`config.mk`:
```
export PLATFORM = sky130hd
export DESIGN_NAME = exec_stage
export DESIGN_NICKNAME = d
export VERILOG_FILES = /design/src/rtl/exec_stage.sv
export SDC_FILE = /design/constraint.sdc
export NUM_CORES = 1
export LEC_CHECK = 0
export CORE_MARGIN = 3
export CORE_UTILIZATION = 50
export CTS_CLUSTER_SIZE = 40
export DETAILED_ROUTE_END_ITERATION = 7
export DONT_BUFFER_PORTS = 1
export HOLD_SLACK_MARGIN = 0.1
export PLACE_DENSITY = 0.74
export SLEW_MARGIN = 20
export SYNTH_ARGS = -nofsm -noshare
export SYNTH_HDL_FRONTEND = slang
export SYNTH_SLANG_ARGS = --single-unit
```
`constraint.sdc`:
```
create_clock -name clk -period 6.7 [get_ports clk]
set_input_delay 0.335 -clock clk [delete_from_list [all_inputs] [get_ports clk]]
set_output_delay 0.335 -clock clk [all_outputs]
set_load 0.05 [all_outputs]
```
`src/rtl/exec_stage.sv`:
```
// exec_stage: execute stage between register-file read and write ports.
// Accepts one decoded instruction per in_valid/in_ready handshake. Ops
// 000-110 are single-cycle ALU ops with a registered one-cycle writeback
// pulse; op 111 is an iterative shift-add multiply taking N cycles.
//
// Optional build macro: EXEC_FORWARD_EN -- when defined, operands are
// bypassed from the pending writeback (wb_*) when the source address
// matches a nonzero wb_addr.
//
// Ports:
//   clk, rst_n                  clock, asynchronous active-low reset
//   in_valid / in_ready         instruction handshake (in_ready=0 during MUL)
//   in_op, in_rd                opcode, destination register
//   in_rs1, in_rs2              source addresses (forwarding only)
//   in_a, in_b                  operands from register file
//   wb_en, wb_addr, wb_data     register file write port
//   busy                        high while a multiply is iterating
module exec_stage #(
  parameter int N = 32
) (
  input  logic         clk,
  input  logic         rst_n,
  input  logic         in_valid,
  output logic         in_ready,
  input  logic [2:0]   in_op,
  input  logic [4:0]   in_rd,
  input  logic [4:0]   in_rs1,
  input  logic [4:0]   in_rs2,
  input  logic [N-1:0] in_a,
  input  logic [N-1:0] in_b,
  output logic         wb_en,
  output logic [4:0]   wb_addr,
  output logic [N-1:0] wb_data,
  output logic         busy
);

  localparam int SW = $clog2(N);
  localparam logic [SW-1:0] LAST_ITER = SW'(N - 1);

  localparam logic [0:0] IDLE = 1'b0;
  localparam logic [0:0] MUL  = 1'b1;

  localparam logic [2:0] OP_ADD = 3'b000;
  localparam logic [2:0] OP_SUB = 3'b001;
  localparam logic [2:0] OP_AND = 3'b010;
  localparam logic [2:0] OP_OR  = 3'b011;
  localparam logic [2:0] OP_XOR = 3'b100;
  localparam logic [2:0] OP_SLL = 3'b101;
  localparam logic [2:0] OP_SLT = 3'b110;
  localparam logic [2:0] OP_MUL = 3'b111;

  logic [0:0]   state;
  logic         accept;
  logic [N-1:0] opA;
  logic [N-1:0] opB;
  logic [N-1:0] aluResult;
  logic signed [N-1:0] sA;
  logic signed [N-1:0] sB;

  logic [N-1:0] mcand;
  logic [N-1:0] mplr;
  logic [N-1:0] acc;
  logic [N-1:0] accNext;
  logic [SW-1:0] cnt;
  logic [4:0]   mulRd;

  assign in_ready = (state == IDLE);
  assign busy     = (state == MUL);
  assign accept   = in_valid & in_ready;

`ifdef EXEC_FORWARD_EN
  // The register file commits wb_data on the same edge that this stage
  // accepts the dependent instruction, so the read value is stale.
  assign opA = (wb_en && (in_rs1 != 5'd0) && (wb_addr == in_rs1)) ? wb_data : in_a;
  assign opB = (wb_en && (in_rs2 != 5'd0) && (wb_addr == in_rs2)) ? wb_data : in_b;
`else
  logic unusedRs;
  assign unusedRs = ^{in_rs1, in_rs2};
  assign opA = in_a;
  assign opB = in_b;
`endif

  assign sA = opA;
  assign sB = opB;

  always_comb begin
    aluResult = '0;
    case (in_op)
      OP_ADD:  aluResult = opA + opB;
      OP_SUB:  aluResult = opA - opB;
      OP_AND:  aluResult = opA & opB;
      OP_OR:   aluResult = opA | opB;
      OP_XOR:  aluResult = opA ^ opB;
      OP_SLL:  aluResult = opA << opB[SW-1:0];
      OP_SLT:  aluResult = {{(N-1){1'b0}}, (sA < sB)};
      default: aluResult = '0;
    endcase
  end

  assign accNext = acc + (mplr[0] ? mcand : '0);

  // Stage boundary: accept / multiply iteration -> registered writeback
  always_ff @(posedge clk or negedge rst_n) begin
    if (!rst_n) begin
      state   <= IDLE;
      wb_en   <= 1'b0;
      wb_addr <= '0;
      wb_data <= '0;
      mcand   <= '0;
      mplr    <= '0;
      acc     <= '0;
      cnt     <= '0;
      mulRd   <= '0;
    end else begin
      wb_en <= 1'b0;
      case (state)
        IDLE: begin
          if (accept) begin
            if (in_op == OP_MUL) begin
              mcand <= opA;
              mplr  <= opB;
              acc   <= '0;
              cnt   <= '0;
              mulRd <= in_rd;
              state <= MUL;
            end else if (in_rd != 5'd0) begin
              // rd=0 results are discarded so wb_addr/wb_data keep the
              // last real writeback.
              wb_data <= aluResult;
              wb_addr <= in_rd;
              wb_en   <= 1'b1;
            end
          end
        end
        MUL: begin
          acc   <= accNext;
          mcand <= mcand << 1;
          mplr  <= mplr >> 1;
          cnt   <= cnt + 1'b1;
          if (cnt == LAST_ITER) begin
            if (mulRd != 5'd0) begin
              wb_data <= accNext;
              wb_addr <= mulRd;
              wb_en   <= 1'b1;
            end
            state <= IDLE;
          end
        end
        default: state <= IDLE;
      endcase
    end
  end

endmodule

```
# Yosys cells after proc, flatten, opt, wreduce, memory -nomap -nowiden
# Cells that the tools add are included.
# totals
regBits,145
inputBits,85
# op_classes
n_addsub,4
order_cmp,1
eq_ne,14
shift,1
muxes,36
bitwise,5
reduce_logical,6
# op_table
cell,count
$mux 32,12
$pmux 32 s2,4
$pmux 32 s7,1
$add 32x32->32,2
$mux 5,7
$and 32x32->32,1
$lt 32x32->1,1
$or 32x32->32,1
$shl 32x5->32,1
$sub 32x32->32,1
$xor 32x32->32,1
$pmux 5 s2,2
$eq 3x3->1 const B,4
$ne 2x1->1 const B,5
$reduce_bool 5->1,2
$mux 1,8
$eq 3x2->1 const B,2
$add 5x1->5 const B,1
$eq 5x5->1 const B,1
$reduce_and 5->1,1
$pmux 1 s2,2
$eq 3x1->1 const B,1
$logic_not 3->1,1
$reduce_and 3->1,1
4 further kinds,4

# Depth between registers and ports, before layout
# Gate-level depths: netlist of run 1.
# depth
ltp_word,6
depth_mapped,16

# Worst setup path after synthesis of run 1
# No wires, ideal clock.
# synth_timing
kind,input to register
start,in in_b[2]
end,reg wb_data[28]
setup_time_ns,0.095
t_arrival_ns,3.505
t_required_ns,6.605
path_slack_ns,3.099
cell_stages,16
n_path_buf,4
path_cell_list,clkbuf_1 inv_1 clkbuf_1 buf_1 ha_1 buf_4 a21o_1 a41oi_2 a211oi_2 o211ai_1 a311oi_1 a221o_1 a21oi_1 o22ai_1 xnor2_1 o31ai_1
# synth_via
elab_chain_cells,6
# synth_rtl
item,line,source
"start, declared",30,"input logic [N-1:0] in_b,"
"$sub 32x32->32, or another cell as far along",90,OP_SUB: aluResult = opA - opB;
$pmux 32 s7 (*),88,case (in_op)
$mux 32 (*),126,end else if (in_rd != 5'd0) begin
$mux 32 (*),119,if (in_op == OP_MUL) begin
$mux 32 (*),118,if (accept) begin
$pmux 32 s2 (*),116,case (state)
"end signal, assigned",129,wb_data <= aluResult;
"end signal, assigned",142,wb_data <= accNext;
"end, declared",33,"output logic [N-1:0] wb_data,"
# Mark *: on every way between the ends. The rest lies on a longest branch, timed or not. The select of a mux whose other input is x is not followed.
# A chain may end at the register's enable or synchronous reset.

# Worst setup path after layout of run 1
# layout_timing
start,reg mplr[0]
end,reg wb_data[30]
# layout_via
elab_chain_cells,5
# layout_rtl
item,line,source
"start, declared",61,logic [N-1:0] mplr;
"start signal, assigned",121,mplr <= opB;
"start signal, assigned",138,mplr <= mplr >> 1;
$mux 32,100,assign accNext = acc + (mplr[0] ? mcand : '0);
$add 32x32->32,100,
$mux 32,141,if (mulRd != 5'd0) begin
$mux 32,140,if (cnt == LAST_ITER) begin
$pmux 32 s2,116,
# No other way between the ends. The select of a mux whose other input is x is not followed.

==> out/results.ini, run 1 <==
[critical_path]
cp_cell_sequence=and2_1 > ha_1 > fa_1 > a211oi_1 > o21ai_0 > nand2_1 > o41ai_1 > o21a_1 > a311oi_1 > o21ai_0 > a21oi_1 > xor2_1 > o221ai_1
crit_slowest_cell=dfrtp_1
reg2reg_setup_slack_ns=2.52
cp_num_buf_inv=0
r2r_cells=13
path_class=flop to flop
reg2reg_from=mplr[0]
cp.arrival_ns=4.48
end_kind=flop
path_max_fanout=33
setup.worst_path.start_class=flop
crit_required_ns=7.00
crit_cells=13
startpoint=mplr[0]
cpPeakStageDelay_ns=0.87
crit_top_cell=o21ai_0
critPathTopFamily=compound AO/OA/AOI/OAI gates

[final_layout]
final_nets=2060
syn_to_final_growth_pct=10.5
final_layout_size_suffix_gt1_frac=0.0539
fill_cells=2588
antenna_cells=0

[synth]
synth_warnings=0
netlist_instances=1833
syn-cell-area_um2=14200
synth_top_cell_area_share=0.255
synthesis.nets=2068
syn_avg_cell_area_um2=7.75
synth_edf_count=0
synth_top_cell_by_area=dfrtp_1
async_flop_share=1.00
synth_top_flop_cell=dfrtp_1
synth_cell_types=79
synth_area_leaders=dfrtp_1, ha_1, nor2_1
synth_seq_area_share=0.255
ys_seq_elements=145

[global_routing]
grt_pass1_vias=13400
grt_usage=0.316
grt_pass1_wl_um=76400
grt_max_degree=146
grt_antenna_before_repair=0
gr-total-overflow=0

[placed_design]
gp_congestion=0.987
io_buffer_count=0
dpl.hpwl_um=34800

[cts]
cts_num_sinks=145
cts_resized=0
cts_setup_buffers=0
cts_root_buffer=clkbuf_16
max-clock-path-buffers=2
htreeDepth=4
clk_transition_reported_paths_ns=0.07
cts_buffers=17
clkLatencyLatePin_ns=0.44
cts_tree=built

[power_and_ir_drop]
irDropWorstVdd_mv=0.145
p_leak_nw=7.03
power_density_nw_per_um2=338
power_w=0.00531

[timing]
drv_slew=0
setup_violations=0
worst_pin_slew_ns=1.14
relSlewSlack=0.235
min_period_ns=4.18
finalHoldViolCount=0
rsz0062_at_grt=no
timing.final.crit_share=0.624
clock.fmax_mhz=239
setup_tns_ns=0
fin_skew_ns=0.00805

[worst_hold_path]
min_from=in_rd[4]
hold_class=primary input to flop
hold_depth=2

[run]
maxCapViolCount=0

[detailed_routing]
via_per_inst=6.42
dr_total_vias=14200
drt_iter0_drc=1494
drc=0
routed_wl_um=49000
ant_nets=0
wl_per_cell_um=22.1
first_pass_iters=8

[die]
ioPinCount=125
initial_utilization=0.510
rows=61
dieWidth_um=175
die_h_um=175
dieArea_um2=30500
core_um2=27900

[outcome]
status=finished, final reports clean

area by class of cell:
| class | count | area, µm² | area share |
|---|---|---|---|
| clock inverters | 12 | 150 | 0.00956 |
| inverters | 104 | 390 | 0.0249 |
| multi-input cells | 1468 | 9740 | 0.620 |
| flip-flops and latches | 145 | 3630 | 0.231 |
| repair buffers | 89 | 866 | 0.0551 |
| well taps | 378 | 473 | 0.0301 |
| clock buffers | 19 | 453 | 0.0288 |
state kept, by name, summed over array words and instances, names as in the netlist:
| name | count |
|---|---|
| wb_addr | 5 |
| acc | 32 |
| wb_en | 1 |
| busy | 1 |
| mplr | 32 |
| mulRd | 5 |
| mcand | 32 |
| wb_data | 32 |
| cnt | 5 |
cell usage in the layout (no fill, tap or decap), types with 12 or more instances in the layout:
cell type | netlist | routed
ha_1 | 147 | 147
a21o_1 | 39 | 39
xor2_1 | 16 | 16
xnor2_1 | 37 | 37
o21ai_0 | 117 | 116
o21bai_1 | 15 | 15
nand2b_1 | 14 | 14
a31oi_1 | 30 | 30
nand3_1 | 20 | 20
and2_1 | 37 | 37
clkbuf_16 | 0 | 17
dfrtp_1 | 145 | 144
buf_4 | 2 | 17
a211oi_1 | 34 | 34
nor3_1 | 32 | 32
dlygate4sd3_1 | 0 | 71
a21oi_1 | 140 | 140
nand2_1 | 176 | 176
nor2b_1 | 15 | 15
nor2_1 | 263 | 262
o211ai_1 | 15 | 15
and3_1 | 12 | 12
o22ai_1 | 66 | 66
inv_1 | 100 | 100
mux4_2 | 14 | 14
mux2i_1 | 36 | 36
a221oi_1 | 18 | 18
synth_stat cells, types with 8 or more instances:
cell and n:
nor2_1 263, nand2_1 176, ha_1 147, dfrtp_1 145, a21oi_1 140, o21ai_0 117
inv_1 100, clkbuf_1 88, o22ai_1 66, a21o_1 39, and2_1 37, xnor2_1 37
mux2i_1 36, a211oi_1 34, nor3_1 32, a31oi_1 30, nand3_1 20, a221oi_1 18
buf_1 16, xor2_1 16, nor2b_1 15, o211ai_1 15, o21bai_1 15, mux4_2 14
nand2b_1 14, and3_1 12, a22o_1 11, nand4_1 11, a221o_1 9, a222oi_1 9
buf_2 9, o21a_1 9, o31ai_1 9, or2_2 8
final timing paths:
check / to
worst min-delay path: wb_addr[4]
max in group asynchronous: mplr[29]
worst min register to register: acc[11]
worst max register to register: wb_data[30]
min in group asynchronous: wb_en
worst max-delay path: wb_data[30]
where the power goes:
part	switching [W]	leakage (nW)	internal [W]	total (W)
Combinational	0.00145	5.03	0.00109	0.00253
Clock	0.000447	0.290	0.000578	0.00102
Sequential	0.000525	1.71	0.00123	0.00175
metrics by stage:
| step | area, µm² | setup WS, ns | cells | hold WS, ns | utilization |
|---|---|---|---|---|---|
| final | 15700 | 2.52 | 2215 | 0.112 | 0.564 |
| after detailed placement | 14400 | 2.54 | 2112 | 0.0447 | 0.515 |
| after floorplan | 14200 | 3.10 | 1833 | 0.0394 | - |
| after global placement | 14400 | 2.57 | 2112 | 0.0441 | 0.515 |
| after global routing | 15700 | 2.22 | 2215 | 0.116 | 0.564 |
| after CTS | 15700 | 2.51 | 2215 | 0.100 | 0.564 |
timing repair:
| action | in CTS | in global routing |
|---|---|---|
| endpoints found under the hold margin | 215 | 0 |
| setup endpoints to repair | 0 | 0 |
| hold buffers | 72 | 0 |
metal layers:
metal  global-route usage  up-vias  part of all wire
li1                     -     6588                 -
met3               0.0463      108             0.091
met5                    0        -                 0
met2                0.485      689              0.44
met4                0.112        0             0.035
met1                0.455     6839              0.44
worst reg2reg max path: cells and delay by family, from the launching register on:
family | cells | cell delay [ns]
simple gates | 2 | 0.39
xor+xnor | 1 | 0.24
flops | 1 | 0.87
fa+ha+maj | 2 | 0.46
compound gates | 8 | 2.10
kinds of logic after synthesis:
logic type               Yosys count  synth area share
AO/OA/AOI/OAI                    593             0.274
XOR/XNOR                          53            0.0327
multiplexers                      57            0.0531
flip-flops                       145             0.255
AND/OR/NAND/NOR                  615             0.191
adder cells (fa/ha/maj)          150             0.134
buffers and inverters            220            0.0600
Power figures use the tool's default switching activity.
==> run 2: changes to the inputs <==
--- a/config.mk
+++ b/config.mk
@@ -5,6 +5,7 @@
 export SDC_FILE = /design/constraint.sdc
 export NUM_CORES = 1
 export LEC_CHECK = 0
+export ABC_AREA = 1
 export CORE_MARGIN = 3
 export CORE_UTILIZATION = 50
 export CTS_CLUSTER_SIZE = 40
==> constraint.sdc (replaced) <==
create_clock -name clk -period 4.1 [get_ports clk]
set_input_delay 0.205 -clock clk [delete_from_list [all_inputs] [get_ports clk]]
set_output_delay 0.205 -clock clk [all_outputs]
set_load 0.05 [all_outputs]
==> run 2 against run 1 <==
Compared with the run above: final cell count is 45% higher; die area is 14% higher; power is 110% higher.
==> out/results.ini, run 2 <==
[detailed_routing]
routed_wl_um=65500  ; +34%
drc=0  ; unchanged
first_pass_iters=6  ; -2
wl_per_cell_um=20.4  ; -7.6%
ant_nets=0  ; unchanged
via_per_inst=5.80  ; -9.6%
drt_iter0_drc=2044  ; +37%
dr_total_vias=18600  ; +31%

[timing]
timing.final.crit_share=0.745  ; +0.120
setup_violations=0  ; unchanged
fin_skew_ns=0.0165  ; +0.00844 ns
drv_slew=0  ; unchanged
worst_pin_slew_ns=1.08  ; -0.0549 ns
relSlewSlack=0.275  ; +0.0399
min_period_ns=3.05  ; -1.13 ns
rsz0062_at_grt=no
finalHoldViolCount=0  ; unchanged
clock.fmax_mhz=328  ; +37%
setup_tns_ns=0  ; unchanged

[cts]
cts_buffers=17  ; unchanged
cts_root_buffer=clkbuf_16
max-clock-path-buffers=2  ; unchanged
cts_setup_buffers=0  ; unchanged
cts_num_sinks=145  ; unchanged
htreeDepth=4  ; unchanged
cts_tree=built
clk_transition_reported_paths_ns=0.07  ; about the same
clkLatencyLatePin_ns=0.46  ; +0.02 ns

[critical_path]
end_kind=flop
cpPeakStageDelay_ns=1.01  ; +0.14 ns
timing.rr.end=wb_data[15]
reg2reg_setup_slack_ns=1.05  ; -1.47 ns
crit_slowest_cell=dfrtp_1
reg2reg_from=mplr[0]
cp.arrival_ns=3.39  ; -1.09 ns
setup.worst_path.start_class=flop
path_class=flop to flop
path_max_fanout=33  ; unchanged
crit_required_ns=4.44  ; -2.56 ns
cp_cell_sequence=nand2_1 > inv_1 > ha_1 > a21oi_1 > o21ai_0 > a21oi_1 > nand2_1 > or2_2 > nand3_1 > nand2_1 > a21oi_1 > nor2_1
r2r_cells=12  ; -1

[die]
initial_utilization=0.512  ; +0.00232
ioPinCount=125  ; unchanged
dieArea_um2=34900  ; +14%
core_um2=31900  ; +14%
rows=65  ; +6.6%
die_h_um=187  ; +7.0%
dieWidth_um=187  ; +7.0%

[synth]
synth_warnings=0  ; unchanged
synth_top_flop_cell=dfrtp_1
syn-cell-area_um2=16300  ; +15%
synth_seq_area_share=0.222  ; -0.0332
async_flop_share=1.00  ; unchanged
synth_most_common_cell=nand2_1
synth_top_cell_area_share=0.222  ; -0.0332
yosys-top-cells-count=nand2_1, inv_1, nor2_1, nand3_1, a21oi_1
synth_area_leaders=dfrtp_1, nand2_1, ha_1
synth_cell_types=47  ; -41%
ys_seq_elements=145  ; unchanged
netlist_instances=2765  ; +51%
synth_top_cell_by_area=dfrtp_1
synthesis.nets=3000  ; +45%
syn_avg_cell_area_um2=5.91  ; -24%
synth_edf_count=0  ; unchanged

[final_layout]
final_cell_mix=nand2_1, inv_1, nor2_1
instances_no_fill=3205  ; +45%
syn_to_final_growth_pct=8.63
final_layout_size_suffix_gt1_frac=0.0271  ; -0.0268
final_nets=2991  ; +45%
mostFrequentLayoutCell=nand2_1

[run]
maxCapViolCount=0  ; unchanged

[global_routing]
grt_pass1_vias=17100  ; +28%
grt_usage=0.364  ; +0.0478
grt_max_degree=146  ; unchanged
grt_antenna_before_repair=3  ; +3
grt_pass1_wl_um=98500  ; +29%
gr-total-overflow=0  ; unchanged

[placed_design]
post-place-cells=3101  ; +47%
gp_congestion=1.02  ; +3.3%
io_buffer_count=0  ; unchanged
dpl.hpwl_um=50000  ; +44%

[power_and_ir_drop]
irDropWorstVdd_mv=0.367  ; +150%
p_leak_nw=9.50  ; +35%
power_density_nw_per_um2=625  ; +85%

[worst_hold_path]
min_to=wb_data[3]
min_from=in_op[0]
hold_depth=5  ; +3
hold_class=primary input to flop

[outcome]
status=finished, final reports clean

[run 2: timing repair]
item / 4_1_cts / 5_1_grt
resized for setup: 0 / 0
hold buffers: 71 / 0
endpoints found under the hold margin: 219 / 0
[run 2: worst max-delay path, delay by kind of cell, from the launching register on]
kind	cells	cell delay (ns)
AO/OA/AOI/OAI	4	0.75
adder cells (fa/ha/maj)	1	0.27
AND/OR/NAND/NOR	6	0.79
flip-flops	1	1.01
buffers and inverters	1	0.09
[run 2: how the worst max path moves through the flow]
stage,from,endpoint,slack (ns),cells after the start
3_5_place_dp,mplr[0],wb_data[30],1.13,16
5_1_grt,mplr[0],wb_data[28],0.75,16
4_1_cts,mplr[0],wb_data[15],1.09,13
3_3_place_gp,mplr[0],wb_data[30],1.14,17
6_report,mplr[0],wb_data[15],1.05,12
2_1_floorplan,mplr[0],wb_data[15],1.81,15
[run 2: where the power goes]
part,internal (W),total (W),switching (W),leakage [nW]
clock network,0.000875,0.00165,0.000773,0.291
logic,0.00205,0.00606,0.00400,7.54
registers,0.00216,0.00339,0.00123,1.66
total,0.00508,0.0111,0.00601,9.50
[run 2: cells by family after synthesis]
family          count (synthesis)  synth area share
simple gates                 1555             0.392
compound gates                401             0.141
mux                             2           0.00138
fa+ha+maj                     150             0.116
flops                         145             0.222
buf+inv                       511             0.127
xor+xnor                        1          0.000536
[run 2: layout make-up]
type	instances	area, µm²
Antenna cell	1	2.50
Clock buffer	18	439
Clock inverter	14	148
Fill cell	3300	14100
Inverter	399	1500
Multi-Input combinational cell	2109	10600
Sequential cell	145	3630
Tap cell	435	544
Timing Repair Buffer	84	838
[run 2: layer usage]
metal	global-route usage	part of all wire
met5	0	0.00035
met2	0.595	0.45
met3	0.0567	0.098
met1	0.493	0.41
met4	0.119	0.033
[run 2: through the flow]
stage / instance area [µm²] / hold slack, ns / setup slack, ns / util / power (W)
2_1_floorplan: 16300 / -0.0906 / 1.81 / - / 0.00773
3_3_place_gp: 16400 / -0.0876 / 1.14 / 0.515 / 0.00909
3_5_place_dp: 16400 / -0.0865 / 1.13 / 0.515 / 0.00925
4_1_cts: 17700 / 0.216 / 1.09 / 0.556 / 0.0110
5_1_grt: 17700 / 0.239 / 0.748 / 0.556 / 0.0120
6_report: 17700 / 0.235 / 1.05 / 0.557 / 0.0111
